--- src/rtl/pipe_pkg.sv ---
// Shared definitions for the pipeline skid buffer: state encoding (which doubles
// as the occupancy value) and the default payload width.
package pipe_pkg;

  localparam int DEFAULT_WIDTH = 32;

  typedef logic [1:0] state_t;

  localparam state_t ST_EMPTY = 2'd0;
  localparam state_t ST_ONE   = 2'd1;
  localparam state_t ST_TWO   = 2'd2;

endpackage

--- src/rtl/pipe_skid_buffer_data_reg.sv ---
// Payload register with load enable; used for both the main and the skid entry
// of the skid buffer.
module data_reg
  import pipe_pkg::*;
#(
  parameter int WIDTH = DEFAULT_WIDTH
) (
  input  logic             clk,
  input  logic             reset,
  input  logic             load,
  input  logic [WIDTH-1:0] d,
  output logic [WIDTH-1:0] q
);

  // NOTE: the data entries are reset as well as the state, so out_data reads 0 after reset.
  always_ff @(posedge clk or negedge reset) begin
    if (!reset) begin
      q <= '0;
    end else if (load) begin
      q <= d;
    end
  end

endmodule

--- src/rtl/pipe_skid_buffer.sv ---
// Two-entry ready/valid register slice. in_ready and out_valid come straight from
// the state register, so no combinational path crosses the slice.
module pipe_skid_buffer
  import pipe_pkg::*;
#(
  parameter int WIDTH     = DEFAULT_WIDTH,
  parameter int CNT_WIDTH = 16
) (
  input  logic                 clk,
  input  logic                 reset,
  input  logic [WIDTH-1:0]     in_data,
  input  logic                 in_valid,
  output logic                 in_ready,
  output logic [WIDTH-1:0]     out_data,
  output logic                 out_valid,
  input  logic                 out_ready,
  input  logic                 flush,
  output logic [1:0]           occupancy,
  output logic [CNT_WIDTH-1:0] xfer_count
);

  state_t           state_q;
  state_t           state_d;
  logic             in_fire;
  logic             out_fire;
  logic             main_load;
  logic             skid_load;
  logic             main_from_skid;
  logic [WIDTH-1:0] main_d;
  logic [WIDTH-1:0] skid_q;

  assign in_ready  = (state_q != ST_TWO);
  assign out_valid = (state_q != ST_EMPTY);
  assign occupancy = state_q;

  assign in_fire  = in_valid & in_ready;
  assign out_fire = out_valid & out_ready;

  // NOTE: every signal gets a default before the case so no path leaves it unassigned (no latch).
  always_comb begin
    state_d        = state_q;
    main_load      = 1'b0;
    skid_load      = 1'b0;
    main_from_skid = 1'b0;
    case (state_q)
      ST_EMPTY: begin
        if (in_fire) begin
          main_load = 1'b1;
          state_d   = ST_ONE;
        end
      end
      ST_ONE: begin
        if (in_fire && out_ready) begin
          main_load = 1'b1;
        end else if (in_fire) begin
          skid_load = 1'b1;
          state_d   = ST_TWO;
        end else if (out_fire) begin
          state_d = ST_EMPTY;
        end
      end
      ST_TWO: begin
        if (out_fire) begin
          main_load      = 1'b1;
          main_from_skid = 1'b1;
          state_d        = ST_ONE;
        end
      end
      default: state_d = ST_EMPTY;
    endcase
    // Flush squashes everything held and anything arriving this cycle.
    if (flush) begin
      state_d   = ST_EMPTY;
      main_load = 1'b0;
      skid_load = 1'b0;
    end
  end

  assign main_d = main_from_skid ? skid_q : in_data;

  // NOTE: sequential state uses non-blocking assignments so all registers update together.
  always_ff @(posedge clk or negedge reset) begin
    if (!reset) begin
      state_q <= ST_EMPTY;
    end else begin
      state_q <= state_d;
    end
  end

  // Downstream has consumed the data on out_fire, so it counts even during flush.
  always_ff @(posedge clk or negedge reset) begin
    if (!reset) begin
      xfer_count <= '0;
    end else if (out_fire) begin
      xfer_count <= xfer_count + CNT_WIDTH'(1);
    end
  end

  data_reg #(.WIDTH(WIDTH)) u_main (
    .clk   (clk),
    .reset (reset),
    .load  (main_load),
    .d     (main_d),
    .q     (out_data)
  );

  data_reg #(.WIDTH(WIDTH)) u_skid (
    .clk   (clk),
    .reset (reset),
    .load  (skid_load),
    .d     (in_data),
    .q     (skid_q)
  );

endmodule

--- config.mk ---
export PLATFORM = sky130hd
export DESIGN_NAME = pipe_skid_buffer
export DESIGN_NICKNAME = d
export VERILOG_FILES = /design/src/rtl/pipe_pkg.sv /design/src/rtl/pipe_skid_buffer_data_reg.sv /design/src/rtl/pipe_skid_buffer.sv
export SDC_FILE = /design/constraint.sdc
export NUM_CORES = 1
export LEC_CHECK = 0
export ABC_AREA = 1
export BUFFER_PORTS_ARGS = -buffer_cell sky130_fd_sc_hd__buf_2
export CAP_MARGIN = 40
export CORE_ASPECT_RATIO = 0.7
export CORE_MARGIN = 2
export CORE_UTILIZATION = 60
export CTS_BUF_LIST = sky130_fd_sc_hd__clkbuf_8
export CTS_CLUSTER_DIAMETER = 40
export CTS_CLUSTER_SIZE = 24
export DETAILED_ROUTE_END_ITERATION = 8
export PLACE_DENSITY = 0.95
export SLEW_MARGIN = 20
export SYNTH_ARGS = -nofsm -noshare
export SYNTH_HDL_FRONTEND = slang
export SYNTH_SLANG_ARGS = --single-unit
--- constraint.sdc ---
create_clock -name clk -period 2.2 [get_ports clk]
set_input_delay 0.11 -clock clk [delete_from_list [all_inputs] [get_ports clk]]
set_output_delay 0.11 -clock clk [all_outputs]
set_load 0.05 [all_outputs]
# Word level (Yosys, flattened, before mapping)
# Cells that the tools add are included.
# W data, S select, Z words.
dict set report totals {
  inputBits 37
  word_cells 35
  out_inout_bits 52
  ff_bits 82
}
dict set report classes {
  n_reduce_logical 4
  bitwise_logic 2
  n_addsub 1
  n_mux 17
  n_eq_ne 7
}
# cell count
set op_table {}
lappend op_table {{$mux W32} 1}
lappend op_table {{$add A16 B1 Y16 const B} 1}
lappend op_table {{$mux W2} 6}
lappend op_table {{$ne A3 B3 Y1 const B} 3}
lappend op_table {{$mux W1} 8}
lappend op_table {{$pmux W2 S3} 1}
lappend op_table {{$ne A4 B4 Y1 const B} 1}
lappend op_table {{$reduce_and A4 Y1} 1}
lappend op_table {{$pmux W1 S3} 1}
lappend op_table {{$and A1 B1 Y1} 2}
lappend op_table {{$eq A2 B1 Y1 const B} 1}
lappend op_table {{$eq A2 B2 Y1 const B} 1}
lappend op_table {{$logic_not A2 Y1} 1}
lappend op_table {{$ne A2 B2 Y1 const B} 1}
lappend op_table {{$reduce_bool A2 Y1} 1}
lappend op_table {{$logic_and A1 B1 Y1} 1}

# Depth between registers and ports, before layout
# Gate-level depths: netlist of run 1.
dict set report depth {
  ltp_word 7
  ltp_mapped 8
  ltp_nobuf 8
}

# Cells and area by module
# From an unflattened synthesis of run 1, not the netlist that was laid out.
dict set report hier_totals {
  hier_cells 456
  area_unflattened_um2 4271.6
}
# module cells_each instances area_each_um2 seq_area_each_um2
set modules_own_cells {}
lappend modules_own_cells {data_reg 136 2 1292.5 800.8}
lappend modules_own_cells {pipe_skid_buffer 184 1 1686.6 450.4}

# Worst setup path after synthesis of run 1
# OpenSTA, ideal clock, no wires.
dict set report synth_path {
  kind {reg-to-reg}
  startpoint {reg state_q[1] (netlist: occupancy[1])}
  endpoint {reg state_q[0] (netlist: occupancy[0])}
  setup_slack_ps 505
  arrival_time_ps 1612
  synth_period_minus_slack_ps 1695
  path_stages_with_launch 7
  required_ps 2117
  n_path_buf 0
  setup_time_ps 83
  cell_sequence {dfrtp_1 nand2_1 o22ai_1 nand2_1 nand2_1 nand2_1 o21ai_0}
}
dict set report synth_between {
  elab_chain_len 6
  word_cells_on_any_way 17
  classes_between {eq/ne: 7; mux: 4; bitwise: 2; reduce/logical: 4}
}
# element line_no
set synth_rtl {}
lappend synth_rtl {{from (decl)} pipe_skid_buffer.sv:22} ;# state_t state_q;
lappend synth_rtl {{from (signal assigned)} pipe_skid_buffer.sv:86} ;# state_q <= state_d;
lappend synth_rtl {{$ne A2 B2 Y1 *} pipe_skid_buffer.sv:32} ;# assign in_ready = (state_q != ST_TWO);
lappend synth_rtl {{named net in_ready} pipe_skid_buffer.sv:13} ;# output logic in_ready,
lappend synth_rtl {{$and A1 B1 Y1 *} pipe_skid_buffer.sv:36} ;# assign in_fire = in_valid & in_ready;
lappend synth_rtl {{$mux W2} pipe_skid_buffer.sv:55} ;# end else if (in_fire) begin
lappend synth_rtl {{$mux W2} pipe_skid_buffer.sv:53} ;# if (in_fire && out_ready) begin
lappend synth_rtl {{$pmux W2 S3} pipe_skid_buffer.sv:45} ;# case (state_q)
lappend synth_rtl {{$mux W2} pipe_skid_buffer.sv:72} ;# if (flush) begin
# The timed path passes the listed nets; every way through them passes the cells marked *. The select of a mux whose other input is x is not followed.
# A chain may end at the register's enable or synchronous reset.

# Worst setup path after layout of run 1
dict set report layout_path {
  startpoint {reg state_q[1] (netlist: occupancy[1])}
  endpoint {reg u_main.q[8]}
}
dict set report layout_between {
  elab_chain_len 6
  word_cells_on_any_way 15
  classes_between {eq/ne: 3; mux: 7; bitwise: 2; reduce/logical: 3}
}
# element line_no
set layout_rtl {}
lappend layout_rtl {{$ne A2 B2 Y1} pipe_skid_buffer.sv:32}
lappend layout_rtl {{$and A1 B1 Y1} pipe_skid_buffer.sv:36}
lappend layout_rtl {{$logic_and A1 B1 Y1} pipe_skid_buffer.sv:53}
lappend layout_rtl {{$mux W1} pipe_skid_buffer.sv:53}
lappend layout_rtl {{$pmux W1 S3} pipe_skid_buffer.sv:45}
lappend layout_rtl {{$mux W1} pipe_skid_buffer.sv:72}
lappend layout_rtl {{to (signal assigned)} pipe_skid_buffer_data_reg.sv:18} ;# q <= '0;
lappend layout_rtl {{to (signal assigned)} pipe_skid_buffer_data_reg.sv:20} ;# q <= d;
lappend layout_rtl {{to (decl)} pipe_skid_buffer_data_reg.sv:12} ;# output logic [WIDTH-1:0] q
# Several ways; a longest one is shown, not always the timed one.

==> results.json, run 1 <==
{
  "run_status": "finished clean",
  "number_of_antenna_violations_at_the_first_check_in_global_routing": 0,
  "grt_pass1_wl_um": 14030,
  "design_power_total_mw": 4.946,
  "synth_cell_types": 25,
  "wl_per_cell_um": 13.27,
  "endpoint": "u_main.q[8]",
  "yosys_warnings": 0,
  "io-pin-count": 89,
  "synth.yosys.seq_area_share_pct": 51.78,
  "wire_length_reported_by_the_detailed_router_um": 8638,
  "numCtsBuffers": 9,
  "mostFrequentLayoutCell": "sky130_fd_sc_hd__nand2_1",
  "p_leak_nw": 2.530,
  "critical_path.endpoint_type": "register",
  "critPathRequiredTime_ns": 2.48,
  "cts_htree_levels": 3,
  "postSynthCellCount": 482,
  "areaGrowthSynthToFinish_pct": 17.21,
  "power.ir.vdd_worst_mv": 0.5004,
  "relSlewSlack_pct": 61.63,
  "hpwl_um": 5933,
  "setup_viol": 0,
  "final_max_slew_violation_count": 0,
  "post_synth_mux_area_share_pct": 0,
  "synth_compound_gate_area_share_pct": 16.55,
  "route.detailed.drc": 0,
  "rr_startpoint": "occupancy[1]",
  "synth_top_family_by_area": "simple AND/OR/NAND/NOR gates",
  "cts.repair.resized": 0,
  "clkSinkCount": 82,
  "clk_lat_worst_skew_ns": 0.35,
  "clock_buffer_depth": 2,
  "synth_fp_nets": 520,
  "grt_max_degree": 66,
  "simple_gate_area_share_of_the_yosys_netlist_pct": 18.57,
  "globalplace.congestion": 0.8604,
  "route.detailed.vias_per_inst": 5.149,
  "reg2reg_slack_ns": 0.57,
  "die_h_um": 71.99,
  "ant_nets": 0,
  "floorplan.core_area_mm2": 0.006306,
  "startpoint_type_of_the_worst_setup_path": "register",
  "max_cap_viol_count": 0,
  "cts.clk_slew.worst_paths_ns": 0.08,
  "tritoncts": "yes",
  "synth_fa_ha_area_share_pct": 0.3158,
  "synth_async_sr_flop_share_pct": 100.0,
  "number_of_synthesized_flops_with_an_enable_pin": 0,
  "globalRoute.totalOverflow": 0,
  "fp.dieW_um": 101.1,
  "cts_root_buffer": "sky130_fd_sc_hd__clkbuf_8",
  "cp-startpoint": "occupancy[1]",
  "cpPeakStageDelay_ns": 0.46,
  "r2r_end": "u_main.q[8]",
  "worst_r2r_path_depth": 6,
  "grt_util_all_layers_pct": 25.01,
  "dr_total_vias": 3352,
  "layout.nets": 606,
  "final.min_clock_period_ns": 1.628,
  "drt_iter0_drcs": 272,
  "final_layout_size_suffix_gt1_share_pct": 24.96,
  "finalClockSkew_ns": 0.004841,
  "initial_standard_cell_utilization_of_the_core_pct": 62.84,
  "timing.critical_path.arrival_ns": 1.90,
  "cp_max_fo": 18,
  "cpMaxStageDelayCell": "sky130_fd_sc_hd__dfrtp_1",
  "synth.cell_area_mm2": 0.003963,
  "post-route-period-util_pct": 74.01,
  "number_of_global_route_vias_before_repair": 3078,
  "post_synth_xor_area_fraction_pct": 1.768,
  "worstPathCellList": "nor2_1, o21ai_1, a21oi_4, buf_4, nand2_1, o21ai_2",
  "worst_slew_pin_slew_ns": 0.5755,
  "fmaxAchievable_mhz": 614.2,
  "critPathTopFamily": "compound AO/OA/AOI/OAI gates",
  "rsz0062_at_grt": "false",
  "synth.avg_cell_area_um2": 8.221,
  "path_class": "reg2reg",
  "worst-path-buf-inv": 1,
  "synth-seq-cells": 82,
  "firstDrtPassIters": 5,
  "final-hold-violation-count": 0,
  "fp.dieArea_mm2": 0.007280,
  "row_cnt": 24,
  "layout_common_cells": "122 x sky130_fd_sc_hd__nand2_1, 87 x sky130_fd_sc_hd__buf_2, 82 x sky130_fd_sc_hd__dfrtp_1",
  "layout.cells.non_filler": 651,
  "synth-main-ff-cell": "sky130_fd_sc_hd__dfrtp_1",
  "worstHoldPathType": "in2reg",
  "hold-path-cell-count": 2,
  "number_of_instances_in_the_placed_design": 634,
  "port_buffers": 88,
  "antenna_cells": 0,
  "final.fill_count": 480,
  "crit_cells": 6,
  "timing.setup.tns_ns": 0,
  "power.density_cell_area_mw_per_mm2": 1065
}
worst register-to-register path, stage by stage (launching register included):
cell and delay [ns]:
sky130_fd_sc_hd__dfrtp_1 0.46, sky130_fd_sc_hd__nor2_1 0.23, sky130_fd_sc_hd__o21ai_1 0.15, sky130_fd_sc_hd__a21oi_4 0.26, sky130_fd_sc_hd__buf_4 0.31, sky130_fd_sc_hd__nand2_1 0.10
sky130_fd_sc_hd__o21ai_2 0.07
metrics by stage:
| stage | utilization (%) | instance area (um2) | hold WS, ns | setup slack [ns] |
|---|---|---|---|---|
| 2_1_floorplan | - | 3963 | -0.1856 | 0.5054 |
| 3_3_place_gp | 70.36 | 4437 | 0.1267 | 0.7241 |
| 3_5_place_dp | 70.36 | 4437 | 0.1340 | 0.6554 |
| 4_1_cts | 73.65 | 4644 | 0.01179 | 0.5954 |
| 5_1_grt | 73.65 | 4644 | 0.01628 | 0.4678 |
| 6_report | 73.65 | 4644 | 0.01768 | 0.5719 |
Yosys cell counts, types with 3 or more instances:
library cell / number / share of area, %
sky130_fd_sc_hd__buf_2: 13 / 1.6
sky130_fd_sc_hd__nand3b_1: 4 / 0.76
sky130_fd_sc_hd__nor2_1: 51 / 4.8
sky130_fd_sc_hd__inv_1: 76 / 7.2
sky130_fd_sc_hd__a21oi_1: 33 / 4.2
sky130_fd_sc_hd__xnor2_1: 3 / 0.66
sky130_fd_sc_hd__o21ai_2: 28 / 6.2
sky130_fd_sc_hd__dfrtp_1: 82 / 52
sky130_fd_sc_hd__o21ai_0: 35 / 4.4
sky130_fd_sc_hd__o21ai_1: 8 / 1.0
sky130_fd_sc_hd__xor2_1: 5 / 1.1
sky130_fd_sc_hd__buf_6: 6 / 1.7
sky130_fd_sc_hd__nand2_1: 122 / 12
sky130_fd_sc_hd__nand4_1: 3 / 0.47
repair_timing:
| item | in CTS | in global routing |
|---|---|---|
| hold buffers | 1 | 0 |
| buffers inserted | 0 | 0 |
| hold endpoints to repair | 40 | 0 |
metal layers:
layer | wire length (um) | GRT usage (%) | vias up
met4 | 283 | 9.459 | 0
met3 | 501 | 7.418 | 32
met1 | 3774 | 32.66 | 1520
met2 | 4078 | 40.03 | 138
li1 | - | - | 1662
met5 | 0 | 0 | -
layout make-up:
class | count | area [um2] | area share (%)
well taps | 78 | 97.59 | 2.101
clock inverters | 5 | 46.29 | 0.9968
clock buffers | 11 | 151.4 | 3.260
multi-input cells | 301 | 1474 | 31.73
flip-flops and latches | 82 | 2052 | 44.18
inverters | 78 | 292.8 | 6.304
repair buffers | 96 | 530.5 | 11.42
state kept, by name, summed over array words and instances (netlist names):
register,cells
u_main.q,32
u_skid.q,32
xfer_count,16
occupancy,2
worst min path at each step:
| stage | slack, ns | to | start |
|---|---|---|---|
| 3_3_place_gp | 0.13 | u_skid.q[13] | reset |
| 6_report | 0.02 | occupancy[1] | flush |
| 3_5_place_dp | 0.13 | u_skid.q[19] | reset |
| 5_1_grt | 0.02 | occupancy[1] | flush |
| 2_1_floorplan | -0.19 | occupancy[0] | reset |
| 4_1_cts | 0.01 | occupancy[1] | flush |
power by group:
part / switching (mW) / internal (mW) / total, mW
combinational: 1.26 / 0.448 / 1.70
sequential: 0.252 / 1.91 / 2.16
clock: 0.505 / 0.573 / 1.08
cells by family (layout without fill, tap and decap cells):
group / count (synthesis) / after routing
compound gates: 107 / 107
xor+xnor: 8 / 8
fa+ha+maj: 1 / 1
buf+inv: 99 / 190
flops: 82 / 82
simple gates: 185 / 185
Power figures use the tool's default switching activity.
==> inputs of run 2 (changes only) <==
--- a/config.mk
+++ b/config.mk
@@ -10,12 +10,12 @@
 export CAP_MARGIN = 40
 export CORE_ASPECT_RATIO = 0.7
 export CORE_MARGIN = 2
-export CORE_UTILIZATION = 60
+export CORE_UTILIZATION = 56
 export CTS_BUF_LIST = sky130_fd_sc_hd__clkbuf_8
 export CTS_CLUSTER_DIAMETER = 40
 export CTS_CLUSTER_SIZE = 24
 export DETAILED_ROUTE_END_ITERATION = 8
-export PLACE_DENSITY = 0.95
+export PLACE_DENSITY = 0.94
 export SLEW_MARGIN = 20
 export SYNTH_ARGS = -nofsm -noshare
 export SYNTH_HDL_FRONTEND = slang
==> constraint.sdc (replaced) <==
create_clock -name clk -period 1.5 [get_ports clk]
set_input_delay 0.075 -clock clk [delete_from_list [all_inputs] [get_ports clk]]
set_output_delay 0.075 -clock clk [all_outputs]
set_load 0.05 [all_outputs]
==> results.json, run 2 (same netlist as run 1, synthesis figures left out) <==
{
  "run_status": "finished clean",
  "cts.clk_slew.worst_paths_ns": 0.08,
  "cts_root_buffer": "sky130_fd_sc_hd__clkbuf_8",
  "globalRoute.totalOverflow": 0,
  "cts_htree_levels": 3,
  "hpwl_um": 6291,
  "mostFrequentLayoutCell": "sky130_fd_sc_hd__nand2_1",
  "power.density_cell_area_mw_per_mm2": 1479,
  "setup_viol": 0,
  "number_of_global_route_vias_before_repair": 3294,
  "layout_common_cells": "121 x sky130_fd_sc_hd__nand2_1, 87 x sky130_fd_sc_hd__buf_2, 78 x sky130_fd_sc_hd__inv_1",
  "row_cnt": 25,
  "met3_usage_pct": 6.047,
  "global_route.usage.met1_pct": 31.46,
  "grt_util_all_layers_pct": 24.78,
  "critPathRequiredTime_ns": 1.74,
  "wire_length_reported_by_the_detailed_router_um": 9527,
  "antenna_cells": 0,
  "finalClockSkew_ns": 0.006368,
  "fp.dieW_um": 104.5,
  "final.fill_count": 485,
  "final-hold-violation-count": 0,
  "timing.critical_path.arrival_ns": 1.71,
  "numCtsBuffers": 9,
  "cp_max_fo": 6,
  "grt_pass1_wl_um": 15060,
  "reg2reg_slack_ns": 0.04,
  "number_of_instances_in_the_placed_design": 656,
  "areaGrowthSynthToFinish_pct": 25.64,
  "sequential_cell_area_mm2": 0.002058,
  "port_buffers": 88,
  "number_of_antenna_violations_at_the_first_check_in_global_routing": 0,
  "rsz0062_at_grt": "true",
  "clock_buffer_depth": 2,
  "final.min_clock_period_ns": 1.464,
  "route.detailed.drc": 0,
  "p_leak_nw": 2.650,
  "worstHoldPathType": "in2reg",
  "max_cap_viol_count": 0,
  "post-route-cell-area_mm2": 0.004979,
  "clk_lat_worst_skew_ns": 0.35,
  "tritoncts": "yes",
  "place_area_mm2": 0.004526,
  "route.detailed.vias_per_inst": 5.092,
  "path_class": "reg2reg",
  "multi_input_combinational_cell_area_mm2": 0.001494,
  "final_max_slew_violation_count": 0,
  "worst_hold_slack_ns": 0.005045,
  "clkSinkCount": 82,
  "fp.dieArea_mm2": 0.007776,
  "final_core_util_pct": 73.35,
  "initial_standard_cell_utilization_of_the_core_pct": 58.38,
  "post-route-period-util_pct": 97.63,
  "top_registers": "u_main.q (32), u_skid.q (32), xfer_count (16)",
  "grt.met2_usage_pct": 41.68,
  "critical_path.endpoint_type": "register",
  "grt_max_degree": 39,
  "fmaxAchievable_mhz": 682.8,
  "layout.nets": 631,
  "io-pin-count": 89,
  "relSlewSlack_pct": 66.55,
  "layout.cells.non_filler": 692,
  "startpoint_type_of_the_worst_setup_path": "register",
  "firstDrtPassIters": 5,
  "power.ir.vdd_worst_mv": 0.8734,
  "die_h_um": 74.38,
  "ant_nets": 0,
  "final_layout_size_suffix_gt1_share_pct": 27.93,
  "wl_per_cell_um": 13.77,
  "grt_busiest_layer": "met2",
  "drt_iter0_drcs": 208,
  "floorplan.core_area_mm2": 0.006788,
  "design_power_total_mw": 7.363,
  "dr_total_vias": 3524,
  "worst_slew_pin_slew_ns": 0.5018,
  "globalplace.congestion": 0.8268
}
-- run 2: cell count changes in the layout (fill, tap and decap cells not counted), sizes merged --
cell / delta
dlygate4sd3: +11
clkinvlp: +2
clkinv: +1
inv: -1
buf: +12
-- run 2: final cells by class --
| cell class | count | area share, % |
|---|---|---|
| sequential | 82 | 41.34 |
| multi-input combinational | 301 | 30.01 |
| timing repair buffer | 121 | 16.66 |
| inverter | 78 | 5.881 |
| clock buffer | 9 | 2.488 |
| tap | 94 | 2.362 |
| clock inverter | 7 | 1.257 |
-- run 2: final timing paths --
kind | endpoint | depth (start not counted) | start
min reg2reg | u_skid.q[10] | 2 | u_skid.q[10]
min | u_skid.q[14] | 3 | in_data[14]
max reg2reg | xfer_count[11] | 7 | occupancy[1]
max | xfer_count[11] | 7 | occupancy[1]
min in group asynchronous | u_main.q[15] | 2 | reset
max in group asynchronous | xfer_count[0] | 3 | reset
-- run 2: timing repair --
| action | 4_1_cts | 5_1_grt |
|---|---|---|
| cloned | 1 | 2 |
| hold buffers | 12 | 0 |
| hold endpoints to repair | 47 | 0 |
| pin swaps | 1 | 5 |
| gates resized for setup | 0 | 6 |
| endpoints found under the setup margin | 1 | 34 |
| setup buffers | 2 | 3 |
-- run 2: routing by layer --
layer / wire [um] / up-vias / part of all wire [%]
met5: 0 / - / 0
met4: 185 / 0 / 1.9
met3: 547 / 26 / 5.7
met2: 4726 / 139 / 50
met1: 4067 / 1647 / 43
li1: - / 1712 / -
-- run 2: where the power goes --
group	internal, mW	leakage [nW]	switching, mW	total [mW]
logic	0.746	1.55	1.90	2.65
registers	2.81	1.01	0.377	3.19
clock network	0.751	0.0976	0.776	1.53
total	4.31	2.65	3.05	7.36
-- run 2: worst max-delay path, stage by stage (launching register included) --
cell                       delay (ns)
sky130_fd_sc_hd__dfrtp_2         0.45
sky130_fd_sc_hd__nor2_2          0.08
sky130_fd_sc_hd__nor2_2          0.21
sky130_fd_sc_hd__nand3b_1        0.23
sky130_fd_sc_hd__nor2_4          0.22
sky130_fd_sc_hd__nand2_1         0.07
sky130_fd_sc_hd__nand2_1         0.06
sky130_fd_sc_hd__nand2_1         0.05
-- run 2: through the flow --
stage	setup slack, ns	TNS, ns
finish	0.03551	0
global placement	0.1094	0
global route	-0.02110	-0.08742
CTS	0.03118	0
floorplan	0.008249	0
detailed placement	0.006709	0
